==> src/rtl/pc_unit.sv <==
// pc_unit: registered program counter with a circular return-address stack.
// Optional build macro: PC_WRAP_TRAP_EN (redirect to TRAP_PC when the
// sequential or relative next-PC wraps; otherwise plain modulo wrap).
//
// Ports:
//   clk_i         rising-edge clock
//   rst_i         synchronous active-high reset
//   stall_i       hold PC and RAS; all other controls ignored
//   jmx_i         relative jump: next = pc + sext(imm)
//   bmx_i         indirect jump: next = rb
//   imm_i         signed jump offset
//   rb_i          indirect jump target
//   call_i        push pc+1 onto the RAS alongside the selected redirect
//   ret_i         pop RAS top as next PC
//   pc_o          current PC
//   ras_count_o   number of valid RAS entries
//   ras_ovf_o     sticky: push while full
//   ras_unf_o     sticky: ret while empty
//   wrap_trap_o   one-cycle pulse on a trapped wrap (0 without the macro)
module pc_unit #(
    parameter int unsigned      WIDTH     = 8,
    parameter logic [WIDTH-1:0] RESET_PC  = '0,
    parameter int unsigned      RAS_DEPTH = 4,
    parameter logic [WIDTH-1:0] TRAP_PC   = WIDTH'(8'hF0)
) (
    input  logic                         clk_i,
    input  logic                         rst_i,
    input  logic                         stall_i,
    input  logic                         jmx_i,
    input  logic                         bmx_i,
    input  logic [WIDTH-1:0]             imm_i,
    input  logic [WIDTH-1:0]             rb_i,
    input  logic                         call_i,
    input  logic                         ret_i,
    output logic [WIDTH-1:0]             pc_o,
    output logic [$clog2(RAS_DEPTH):0]   ras_count_o,
    output logic                         ras_ovf_o,
    output logic                         ras_unf_o,
    output logic                         wrap_trap_o
);

    localparam int unsigned PTR_W = $clog2(RAS_DEPTH);
    localparam int unsigned CNT_W = PTR_W + 1;

    logic [WIDTH-1:0] pc_q, pc_d;
    logic [PTR_W-1:0] top_q, top_d;
    logic [CNT_W-1:0] cnt_q, cnt_d;
    logic             ovf_q, ovf_d;
    logic             unf_q, unf_d;
    logic             trap_d;

    logic [WIDTH-1:0] ras_q [RAS_DEPTH];
    logic             ras_we;
    logic [PTR_W-1:0] ras_waddr;

    logic [WIDTH-1:0] pc_inc;
    logic [WIDTH-1:0] pc_rel;
    logic             ras_empty;
    logic             ras_full;

    assign pc_inc    = pc_q + WIDTH'(1);
    assign pc_rel    = pc_q + imm_i;
    assign ras_empty = (cnt_q == '0);
    assign ras_full  = (cnt_q == CNT_W'(RAS_DEPTH));

`ifdef PC_WRAP_TRAP_EN
    // Relative target computed two bits wider so any carry/borrow out of
    // the unsigned PC range shows up in the top bits.
    logic [WIDTH+1:0] rel_ext;
    logic             wrap_hit;
    assign rel_ext  = {2'b00, pc_q} + {{2{imm_i[WIDTH-1]}}, imm_i};
    assign wrap_hit = jmx_i ? (rel_ext[WIDTH+1:WIDTH] != 2'b00) : (pc_q == '1);
`else
    logic unused_trap_pc;
    assign unused_trap_pc = ^TRAP_PC;
`endif

    // Next-state selection for PC and RAS bookkeeping.
    always_comb begin
        pc_d      = pc_q;
        top_d     = top_q;
        cnt_d     = cnt_q;
        ovf_d     = ovf_q;
        unf_d     = unf_q;
        trap_d    = 1'b0;
        ras_we    = 1'b0;
        ras_waddr = top_q + PTR_W'(1);

        if (!stall_i) begin
            if (ret_i && !ras_empty) begin
                pc_d = ras_q[top_q];
                if (call_i) begin
                    // Pop and push cancel: reuse the popped slot in place.
                    ras_we    = 1'b1;
                    ras_waddr = top_q;
                end else begin
                    top_d = top_q - PTR_W'(1);
                    cnt_d = cnt_q - CNT_W'(1);
                end
            end else begin
                if (ret_i) begin
                    pc_d  = pc_inc;
                    unf_d = 1'b1;
                end else if (bmx_i) begin
                    pc_d = rb_i;
                end else if (jmx_i) begin
                    pc_d = pc_rel;
                end else begin
                    pc_d = pc_inc;
                end
`ifdef PC_WRAP_TRAP_EN
                if (!ret_i && !bmx_i && wrap_hit) begin
                    pc_d   = TRAP_PC;
                    trap_d = 1'b1;
                end
`endif
                // Push advances top; when full it lands on the oldest entry.
                if (call_i) begin
                    ras_we = 1'b1;
                    top_d  = top_q + PTR_W'(1);
                    if (ras_full) begin
                        ovf_d = 1'b1;
                    end else begin
                        cnt_d = cnt_q + CNT_W'(1);
                    end
                end
            end
        end
    end

    // Control state with synchronous reset.
    always_ff @(posedge clk_i) begin
        if (rst_i) begin
            pc_q  <= RESET_PC;
            top_q <= '0;
            cnt_q <= '0;
            ovf_q <= 1'b0;
            unf_q <= 1'b0;
        end else begin
            pc_q  <= pc_d;
            top_q <= top_d;
            cnt_q <= cnt_d;
            ovf_q <= ovf_d;
            unf_q <= unf_d;
        end
    end

    // RAS storage; contents are don't-care after reset.
    always_ff @(posedge clk_i) begin
        if (!rst_i && ras_we) begin
            ras_q[ras_waddr] <= pc_inc;
        end
    end

`ifdef PC_WRAP_TRAP_EN
    logic trap_q;
    always_ff @(posedge clk_i) begin
        if (rst_i) begin
            trap_q <= 1'b0;
        end else begin
            trap_q <= trap_d;
        end
    end
    assign wrap_trap_o = trap_q;
`else
    logic unused_trap_d;
    assign unused_trap_d = trap_d;
    assign wrap_trap_o   = 1'b0;
`endif

    assign pc_o        = pc_q;
    assign ras_count_o = cnt_q;
    assign ras_ovf_o   = ovf_q;
    assign ras_unf_o   = unf_q;

endmodule

==> config.mk <==
export PLATFORM = sky130hd
export DESIGN_NAME = pc_unit
export DESIGN_NICKNAME = d
export VERILOG_FILES = /design/src/rtl/pc_unit.sv
export SDC_FILE = /design/constraint.sdc
export NUM_CORES = 1
export LEC_CHECK = 0
export ABC_AREA = 1
export CAP_MARGIN = 25
export CORE_MARGIN = 10
export CORE_UTILIZATION = 50
export CTS_BUF_LIST = sky130_fd_sc_hd__clkbuf_4
export CTS_CLUSTER_DIAMETER = 50
export DETAILED_ROUTE_END_ITERATION = 8
export PLACE_DENSITY = 0.84
export SLEW_MARGIN = 20
export SYNTH_ARGS = -nofsm -noshare
export SYNTH_HDL_FRONTEND = slang
export SYNTH_SLANG_ARGS = --single-unit
==> constraint.sdc <==
create_clock -name clk_i -period 2.25 [get_ports clk_i]
set_clock_uncertainty 0.1 [all_clocks]
set_input_delay 0.5625 -clock clk_i [delete_from_list [all_inputs] [get_ports clk_i]]
set_output_delay 0.5625 -clock clk_i [all_outputs]
set_load 0.1 [all_outputs]
Yosys cells after proc, flatten, opt, wreduce, memory -nomap -nowiden
Memory sizes are Yosys's and may differ from the RTL's. A register that Yosys moved wholly into a read port is not among the register bits.
Cells that the tools add are included.
Widths: inputs -> output; s select.
{"block": "totals", "regBits": 15, "mem_bits_rw": 32, "inputBits": 23, "out_inout_bits": 14, "wordCells": 47, "n_memories": 1}
{"block": "op_classes", "addsub": 6, "eq_ne": 3, "muxes": 20, "bitwise": 2, "reduce_logical": 10}
{"name": "ras_q", "words": 4, "width": 8, "read_ports": 1, "rd_clocked_by_memory_dff": 1, "write_ports": 1, "line": "52", "text": "logic [WIDTH-1:0] ras_q [RAS_DEPTH];"}
{"operator": "$mux 8", "n": 4}
{"operator": "$mux 2", "n": 8}
{"operator": "$mux 3", "n": 4}
{"operator": "$add 8x1->8 const B", "n": 1}
{"operator": "$add 8x8->8", "n": 1}
{"operator": "$reduce_and 4->1", "n": 2}
{"operator": "$reduce_and 3->1", "n": 2}
{"operator": "$mux 1", "n": 4}
{"operator": "$add 3x1->3 const B", "n": 1}
{"operator": "$eq 3x3->1 const B", "n": 1}
{"operator": "$logic_not 3->1", "n": 1}
{"operator": "$sub 3x1->3 const B", "n": 1}
{"operator": "$add 2x1->2 const B", "n": 1}
{"operator": "$logic_and 1x1->1", "n": 2}
{"operator": "$logic_not 1->1", "n": 2}
{"operator": "$ne 2x1->1 const B", "n": 1}
{"operator": "$ne 2x2->1 const B", "n": 1}
{"operator": "$not 1->1", "n": 2}
{"operator": "$reduce_bool 2->1", "n": 1}
{"operator": "$sub 2x1->2 const B", "n": 1}

Longest topological paths before layout
{"block": "depth", "depth_word": 7, "ltp_mapped": 16}

Worst setup path before layout
No wires, ideal clock.
{"block": "synth_path", "path_kind": "register to register", "from": "reg cnt_q[0] (netlist: ras_count_o[0])", "to": "mem ras_q[2][0] (enable)", "setup_ps": 370, "arrival_time_ps": 2275, "required_ps": 1780, "setup_slack_ps": -495, "stages_incl_launch_ff": 10, "period_less_slack_ps": 2745, "cell_sequence": "dfxtp_1 > nor2_1 > nand2_1 > inv_2 > nor2_8 > nand3_2 > nand2_1 > o21ai_1 > or2_1 > nor2_1"}
{"block": "synth_via", "elab_chain_cells": 5}
{"item": "start: declaration", "line": "47", "text": "logic [CNT_W-1:0] cnt_q, cnt_d;"}
{"item": "start signal: assignment", "line": "142", "text": "cnt_q <= cnt_d;"}
{"item": "$logic_not 3->1", "line": "63", "text": "assign ras_empty = (cnt_q == '0);"}
{"item": "$logic_not 1->1", "line": "90", "text": "if (ret_i && !ras_empty) begin"}
{"item": "$logic_and 1x1->1", "line": "90"}
{"item": "$mux 2", "line": "90"}
{"item": "$mux 2", "line": "89", "text": "if (!stall_i) begin"}
{"item": "end: declaration", "line": "52"}
Every way passes these cells.

Final worst setup path
{"block": "layout_path", "from": "in imm_i[4]", "to": "reg pc_q[5] (netlist: pc_o[5])"}
{"block": "layout_via", "elab_chain_cells": 5}
{"item": "start: declaration", "line": "31", "text": "input logic [WIDTH-1:0] imm_i,"}
{"item": "$add 8x8->8", "line": "62", "text": "assign pc_rel = pc_q + imm_i;"}
{"item": "$mux 8", "line": "106", "text": "end else if (jmx_i) begin"}
{"item": "$mux 8", "line": "104", "text": "end else if (bmx_i) begin"}
{"item": "$mux 8", "line": "101", "text": "if (ret_i) begin"}
{"item": "$mux 8", "line": "90"}
{"item": "end signal: assignment", "line": "140", "text": "pc_q <= pc_d;"}
{"item": "end: declaration", "line": "45", "text": "logic [WIDTH-1:0] pc_q, pc_d;"}
Every way passes these cells.
A chain may end at the register's enable or synchronous reset.

==> out/results.ini <==
[status]
outcome=completed

[timing]
period_share=0.943
setup_tns_ns=0
drv_slew=0
hold_viol_final=0
finalCriticalPeriod_ns=2.12
rsz0062_at_grt=no
fmax_mhz=471
finalSetupViolCount=0

[floorplanning]
start_util=0.513
row_count=27
die_y_um=95.0
die-area_um2=9020
ioPinCount=37
dieWidth_um=95.0
core-area_um2=5470

[global_route]
grt-ovfl-total=0
grt_pass1_vias=2497
grt_pass1_wl_mm=11.8
grt_use_total=0.165
grt_max_degree=17
antenna_found_initial=0

[yosys]
netlist_instances=327
syn_nets=362
synthTopCellsByArea=edfxtp_1 34%, dfxtp_1 12%, nand2_1 6.7%
yosysMostFrequentCell=nand2_1
synth_edf_count=32
syn_area_um2=2810
syn_area_per_cell_um2=8.59
ys_ff_latch=49
synth_common_cells=50 x nand2_1, 32 x edfxtp_1, 32 x inv_1, 32 x nor2_1, 32 x o21ai_0
ys_seq_area_frac=0.463
ys.warnings.count=0
synth_top_area_share=0.342
synthFlopType=edfxtp_1
synth-async-reset-ratio=0
synth.largest_area_cell=edfxtp_1
synth_cell_types=43

[routing]
wl_met2_mm=3.57
top_layer=met4
drc_errors=0
wl_per_cell_um=15.6
wl_met3_um=455
vias=2495
ant_nets=0
drt_pre_antenna_iters=5
met1_length_mm=2.92
wirelength_mm=7.15
vias_per_cell=5.42
drtIter0Drc=108

[worst_hold_path]
hold_end=ras_ovf_o
holdCritPathClass=reg2reg
worstHoldStart=ras_ovf_o
holdPathStages=2

[critical_path]
reg2reg_from=ras_count_o[0]
endpoint_kind=flop
critPathKind=in2reg
start_kind=primary input
rr_worst_depth=10
r2r_slack_ns=0.17
required_ns=2.42
cp_max_fo=3
r2r_end=ras_count_o[2]
critPathArrivalTime_ns=2.29

[cells_and_area]
drive_gt1_frac=0.227
final_nets=422
syn_to_final_growth_pct=24.7
fin_util=0.640
antenna_cells=0

[power]
internal_power_mw=1.46
p_leak_nw=1.51
power_frac_clock=0.177
combPwrFrac=0.354
pwr_density_cell_nw_per_um2=658
p_sw_frac=0.366
ir_drop_mv=0.326
power_frac_seq=0.470
p_switching_mw=0.842

[place]
place_hpwl_mm=5.52
io_buffers=35
place_congestion=0.875

[clock_network]
ctsHoldBuffers=0
path_clk_slew_ns=0.15
cts.sinks=49
cts_made_buffers=5
clk_path_buf_depth=2
clkLatencyLatePin_ns=0.36
tritoncts=done
cts-root-buf=clkbuf_4
htree_levels=2

[job]
drv_cap=0

cell usage in the layout (no fill, tap or decap), types with 3 or more instances in the layout:
cell	netlist	final
buf_12	0	4
nand3_2	4	5
nand2_1	50	49
inv_2	7	8
o21ai_1	12	15
nor2_1	32	32
ha_1	10	9
clkdlybuf4s50_1	0	21
inv_1	32	31
o22ai_1	6	6
dfxtp_4	0	4
or2_1	3	3
xor2_1	3	3
o211ai_1	4	4
dfxtp_2	0	6
buf_4	1	38
xnor2_1	5	5
nand2_2	3	4
dfxtp_1	17	7
clkbuf_4	0	7
edfxtp_1	32	32
a21oi_1	21	21
nand3_1	21	20
o21ai_0	32	29
power groups by stage:
stage	registers (mW)	logic, mW	clock network (mW)
after CTS	1.08	0.803	0.413
after detailed placement	1.10	0.800	0
final	1.08	0.815	0.407
after floorplan	1.25	0.386	0
after global routing	1.09	0.891	0.448
after global placement	1.10	0.776	0
per-stage QoR:
| stage | total power, mW | hold slack (ns) | std cells | setup WS, ns | instance area [um2] |
|---|---|---|---|---|---|
| 3_5_place_dp | 1.90 | 0.348 | 451 | -0.365 | 3420 |
| 6_report | 2.30 | 0.382 | 460 | 0.128 | 3500 |
| 2_1_floorplan | 1.64 | 0.402 | 327 | 0.0501 | 2830 |
| 5_1_grt | 2.43 | 0.421 | 460 | 0.0124 | 3500 |
| 3_3_place_gp | 1.88 | 0.346 | 451 | -0.297 | 3420 |
| 4_1_cts | 2.30 | 0.382 | 459 | 0.0156 | 3480 |
critical path, cell delays in order:
cell and delay, ns:
clkdlybuf4s50_1 0.42, ha_1 0.34, a21oi_1 0.32, nand3_1 0.13, nand2_1 0.08, nand3_1 0.10, nand2_1 0.08, nand2_1 0.05
nand2_1 0.05, nand2_1 0.05, nand2_1 0.07, a21oi_2 0.05
cell families after synthesis:
logic type                 share of synthesized area
AOI/OAI and AO/OA                              0.166
and+or+nand+nor                                0.202
DFF                                            0.463
xor gates and xnor gates                      0.0249
buffers and inverters                         0.0833
adders and majority gates                     0.0588
other                                        0.00134
sequential cells by signal (all words and copies together) (netlist names), named ones only:
signal / cells
ras_unf_o: 1
ras_count_o: 3
ras_q: 32
top_q: 2
pc_o: 8
ras_ovf_o: 1
area by class of cell:
class / count / area [um2]
multi-input combinational: 226 / 1290
tap: 72 / 90.1
inverter: 41 / 156
sequential: 49 / 1320
fill: 454 / 1970
clock buffer: 7 / 52.6
clock inverter: 1 / 5.00
timing repair buffer: 64 / 588
routing by layer:
metal	global-route usage	vias up
met4	0.0736	0
met5	0	-
met1	0.196	1154
met2	0.282	99
met3	0.0317	16
li1	-	1226
worst max path at each step:
stage	slack [ns]	end	depth (start not counted)	startpoint
5_1_grt	0.01	pc_o[3]	11	imm_i[1]
4_1_cts	0.02	pc_o[6]	17	imm_i[0]
3_5_place_dp	-0.37	pc_o[6]	17	imm_i[0]
2_1_floorplan	0.05	ras_q[2][0]	9	ras_count_o[0]
6_report	0.13	pc_o[5]	12	imm_i[4]
3_3_place_gp	-0.30	pc_o[6]	17	imm_i[0]
timing repair:
item | 4_1_cts | 5_1_grt
endpoints found under the setup margin | 0 | 4
resized for setup | 0 | 9
endpoints found under the hold margin | 0 | 0
setup buffers | 0 | 1
Power figures use the tool's default switching activity.
